$ cat config.mk
export PLATFORM = sky130hd
export DESIGN_NAME = countdown_timer
export DESIGN_NICKNAME = d
export VERILOG_FILES = /design/src/rtl/countdown_timer.sv
export SDC_FILE = /design/constraint.sdc
export NUM_CORES = 1
export LEC_CHECK = 0
export CORE_UTILIZATION = 50
export DETAILED_ROUTE_END_ITERATION = 6
export PLACE_DENSITY_LB_ADDON = 0.05
export SYNTH_ARGS = -nofsm -noshare
export SYNTH_HDL_FRONTEND = slang
export SYNTH_SLANG_ARGS = --single-unit
$ cat constraint.sdc
create_clock -name clk -period 2.58 [get_ports clk]
set_clock_uncertainty 0.05 [all_clocks]
set_input_delay 0.516 -clock clk [delete_from_list [all_inputs] [get_ports clk]]
set_output_delay 0.516 -clock clk [all_outputs]
set_load 0.01 [all_outputs]
$ cat src/rtl/countdown_timer.sv
// countdown_timer: minutes:seconds countdown with prescaler, pause/resume and
// expiry flag. Shares the stopwatch time format (8-bit min, 6-bit sec, 2-bit status).
//
//  state   | meaning
//  --------+-----------------------------------------------------------
//  IDLE    | count loaded or cleared, waiting for start
//  RUNNING | prescaler advancing, count decrements once per second
//  PAUSED  | count and prescaler frozen, start resumes
//  EXPIRED | count reached 00:00, only load or rst leaves
module countdown_timer #(
    parameter int TICKS_PER_SEC = 100
) (
    input  logic       clk,
    input  logic       rst,
    input  logic       load,
    input  logic [7:0] load_min,
    input  logic [5:0] load_sec,
    input  logic       start,
    input  logic       stop,
    output logic [7:0] minutes,
    output logic [5:0] seconds,
    output logic [1:0] status,
    output logic       done
);

    localparam int PW = (TICKS_PER_SEC > 2) ? $clog2(TICKS_PER_SEC) : 1;
    localparam logic [PW-1:0] PRESC_TC = PW'(TICKS_PER_SEC - 1);

    typedef enum logic [1:0] {
        IDLE    = 2'b00,
        RUNNING = 2'b01,
        PAUSED  = 2'b10,
        EXPIRED = 2'b11
    } state_t;

    state_t        state_q, state_d;
    logic [7:0]    min_q, min_d;
    logic [5:0]    sec_q, sec_d;
    logic [PW-1:0] presc_q, presc_d;
    logic          done_q, done_d;

    logic [5:0]    preset_sec;
    logic          count_zero;

    assign preset_sec = (load_sec > 6'd59) ? 6'd59 : load_sec;
    assign count_zero = (min_q == 8'd0) && (sec_q == 6'd0);

    // State and count registers with synchronous reset.
    always_ff @(posedge clk) begin
        if (rst) begin
            state_q <= IDLE;
            min_q   <= 8'd0;
            sec_q   <= 6'd0;
            presc_q <= '0;
            done_q  <= 1'b0;
        end else begin
            state_q <= state_d;
            min_q   <= min_d;
            sec_q   <= sec_d;
            presc_q <= presc_d;
            done_q  <= done_d;
        end
    end

    // Next-state, count and prescaler logic; load > stop > start.
    always_comb begin
        state_d = state_q;
        min_d   = min_q;
        sec_d   = sec_q;
        presc_d = presc_q;
        done_d  = 1'b0;

        unique case (state_q)
            IDLE: begin
                if (load) begin
                    min_d   = load_min;
                    sec_d   = preset_sec;
                    presc_d = '0;
                end else if (stop) begin
                    state_d = IDLE;
                end else if (start && !count_zero) begin
                    state_d = RUNNING;
                end
            end
            RUNNING: begin
                // stop beats a coincident decrement, so the prescaler stays at
                // its terminal value and the tick fires right after resume.
                if (stop) begin
                    state_d = PAUSED;
                end else if (presc_q == PRESC_TC) begin
                    presc_d = '0;
                    if (sec_q != 6'd0) begin
                        sec_d = sec_q - 6'd1;
                        if ((min_q == 8'd0) && (sec_q == 6'd1)) begin
                            state_d = EXPIRED;
                            done_d  = 1'b1;
                        end
                    end else begin
                        sec_d = 6'd59;
                        min_d = min_q - 8'd1;
                    end
                end else begin
                    presc_d = presc_q + PW'(1);
                end
            end
            PAUSED: begin
                if (load) begin
                    min_d   = load_min;
                    sec_d   = preset_sec;
                    presc_d = '0;
                    state_d = IDLE;
                end else if (stop) begin
                    state_d = PAUSED;
                end else if (start) begin
                    state_d = RUNNING;
                end
            end
            EXPIRED: begin
                if (load) begin
                    min_d   = load_min;
                    sec_d   = preset_sec;
                    presc_d = '0;
                    state_d = IDLE;
                end
            end
            default: state_d = IDLE;
        endcase
    end

    assign minutes = min_q;
    assign seconds = sec_q;
    assign status  = state_q;
    assign done    = done_q;

endmodule

==> reports/results.ini <==
[setup_path]
worst_path_dominant_cell_family=compound AO/OA/AOI/OAI gates
top_cell_by_count_worst_path=sky130_fd_sc_hd__a21oi_1
critical_path.n_buffers_inverters=1
cp_class=in2reg
critical_path_required_ns=2.79
critical-path-max-stage-delay_ns=0.77
timing.critical_path.cells=clkdlybuf4s50_1, nor3b_2, a21oi_1, o21ai_1, a21oi_1
critPathLaunchType=primary input
critical-path-slowest-cell=sky130_fd_sc_hd__a21oi_1
setup.worst_path.end_class=register
crit_path_dat_ns=2.53
critical_path_peak_fanout=14

[grt]
initial_antenna_violation_count=0
overflow=0
grt_usage=0.264
grt_start_max_net_pins=24
via_count_of_the_first_global_routing_pass=1638
grt_pass1_wl_um=7060

[clocking]
worstSkewPairLatency_ns=0.32
cts-root-to-sink-buffers=2
clkTransAtPathRegs_ns=0.14
htreeDepth=1
cts.repair.resized=0
cts_made_buffers=3
clockRootBuffer=sky130_fd_sc_hd__clkbuf_4
clock_sinks=24
cts_setup_buffers=0
holdBufCountCts=0
cts_tree=done

[die]
placeableCoreArea_um2=3050
core.rowCount=20
die-area_um2=3430
die_x_um=58.6
dieHeight_um=58.6
io_pins=36
initial_core_util=0.524

[place]
gpl.final_weighted_congestion=0.852
hpwl_um=3180
dpl.cell_count=270
place.port_buffers=35
placed_cell_area_um2=2010

[detailed_routing]
detailedRoute.firstIterationViolations=76
via_per_inst=6.32
vias=1731
finalWirelength_um=4310
post-route-drc-count=0
ant_nets=0
detail_routed_net_length_per_standard_cell_um=15.7
dr_pass1_iterations=4

[sta]
finalMaxSlewViolations=0
fmax_ghz=0.431
slew_margin_rel=0.351
timing.final.setup_violations=0
transition_at_the_pin_with_the_smallest_max_transition_slack_ns=0.974
layout_min_cycle_time_ns=2.32
final-hold-violation-count=0
grt_setup_unrepaired=no
hold_ws_ns=0.450
portion_of_the_clock_cycle_consumed_by_the_worst_path_in_the_final_layout=0.899

[synthesis]
synthesis.instances=195
synth_fp_nets=220
yosys.cell_types.count=59
mappedNetlistArea_um2=1600
ys_ff_latch=24
synthesis.yosys.warnings=0
synth.area.top_cells=sky130_fd_sc_hd__dfxtp_1 30%, sky130_fd_sc_hd__a21oi_1 6.9%, sky130_fd_sc_hd__ha_1 4.7%, sky130_fd_sc_hd__nand2_1 4.7%, sky130_fd_sc_hd__nor2_1 3.1%
synth_largest_area_cell=sky130_fd_sc_hd__dfxtp_1
async_reset_ff_frac=0
edff_count_synth=0
synth_top_area_frac=0.300
synth-seq-area-share=0.300
synth_area_per_cell_um2=8.20
synth_ff_type=sky130_fd_sc_hd__dfxtp_1

[layout]
finished_layout_cells=274
mostFrequentLayoutCells=35 x sky130_fd_sc_hd__clkdlybuf4s50_1, 24 x sky130_fd_sc_hd__dfxtp_1, 22 x sky130_fd_sc_hd__a21oi_1
antenna-diode-count=0
nNetsFinal=256
area_growth_pct=29.0
mostFrequentLayoutCell=sky130_fd_sc_hd__clkdlybuf4s50_1
post-route-cell-area_um2=2060
drive_above_1_share=0.0870

[worst_hold_path]
class_of_the_tightest_hold_or_removal_check=reg2reg

[run]
drv.max_cap_violation_count=0

[pwr]
post-layout-total-power_mw=1.15
leakage_nw=0.721
max-vdd-ir-drop_v=0.000311
power.density_nw_per_um2=556

[status]
outcome=finished, final reports clean

-- layer usage --
metal | vias up | track usage | share of wire
met2 | 65 | 0.470 | 0.51
li1 | 821 | - | -
met5 | - | 0 | 0
met3 | 8 | 0.0308 | 0.056
met1 | 837 | 0.325 | 0.43
met4 | 0 | 0.102 | 0.010
-- layout make-up --
class | count | area, µm²
multi-input combinational | 154 | 1050
fill | 291 | 991
timing repair buffer | 41 | 395
sequential | 24 | 480
inverter | 7 | 26.3
tap | 44 | 55.1
clock buffer | 3 | 22.5
clock inverter | 1 | 30.0
-- per-stage QoR --
step	setup WS, ns	util	setup TNS (ns)
finish	0.260	0.675	0
CTS	0.296	0.675	0
global placement	0.0903	0.658	0
floorplan	0.618	-	0
global route	0.0387	0.675	0
detailed placement	-0.0495	0.658	-0.276
-- worst reg2reg max path, cell delays in order (launching register included) --
cell and delay, ns:
sky130_fd_sc_hd__dfxtp_1 0.57, sky130_fd_sc_hd__nand2b_1 0.13, sky130_fd_sc_hd__a21oi_1 0.79, sky130_fd_sc_hd__o21ai_1 0.38, sky130_fd_sc_hd__a21oi_1 0.20
-- state kept, by name, indices dropped and copies added (netlist names) --
name	count
presc_q	7
status	2
minutes	8
done	1
seconds	6
-- synthesized netlist by cell type (all sizes together), types with 3 or more instances --
master,instances
nand2,20
o21ai,4
a21oi,22
dfxtp,24
or4,6
o31ai,6
nor3b,3
and2,3
a22o,5
nor3,5
nand4,5
ha,6
o211ai,3
nor2,13
clkbuf,8
inv,5
nor4,3
nand3,6
nor2b,3
-- path summary, 6_finish.rpt --
kind | startpoint | to | slack (ns) | cells after the start
setup / recovery | stop | presc_q[4] | 0.26 | 5
hold / removal | presc_q[1] | presc_q[1] | 0.45 | 2
setup reg to reg | status[0] | presc_q[4] | 0.40 | 4
hold reg to reg | presc_q[1] | presc_q[1] | 0.45 | 2
-- where the power goes --
group | switching [mW] | leakage, nW | internal (mW)
clock | 0.118 | 0.0279 | 0.157
combinational | 0.211 | 0.496 | 0.202
sequential | 0.0543 | 0.196 | 0.403
total | 0.384 | 0.721 | 0.762
-- kinds of logic (layout without fill, tap and decap cells) --
logic type	after synthesis	in the layout	synth area share
DFF	24	24	0.300
buffers and inverters	17	52	0.0415
adders and majority gates	6	6	0.0469
muxes	1	1	0.00626
and+or+nand+nor	77	77	0.292
xor gates and xnor gates	2	2	0.0110
AOI/OAI and AO/OA	68	68	0.302
(Power assumes the default switching activity.)
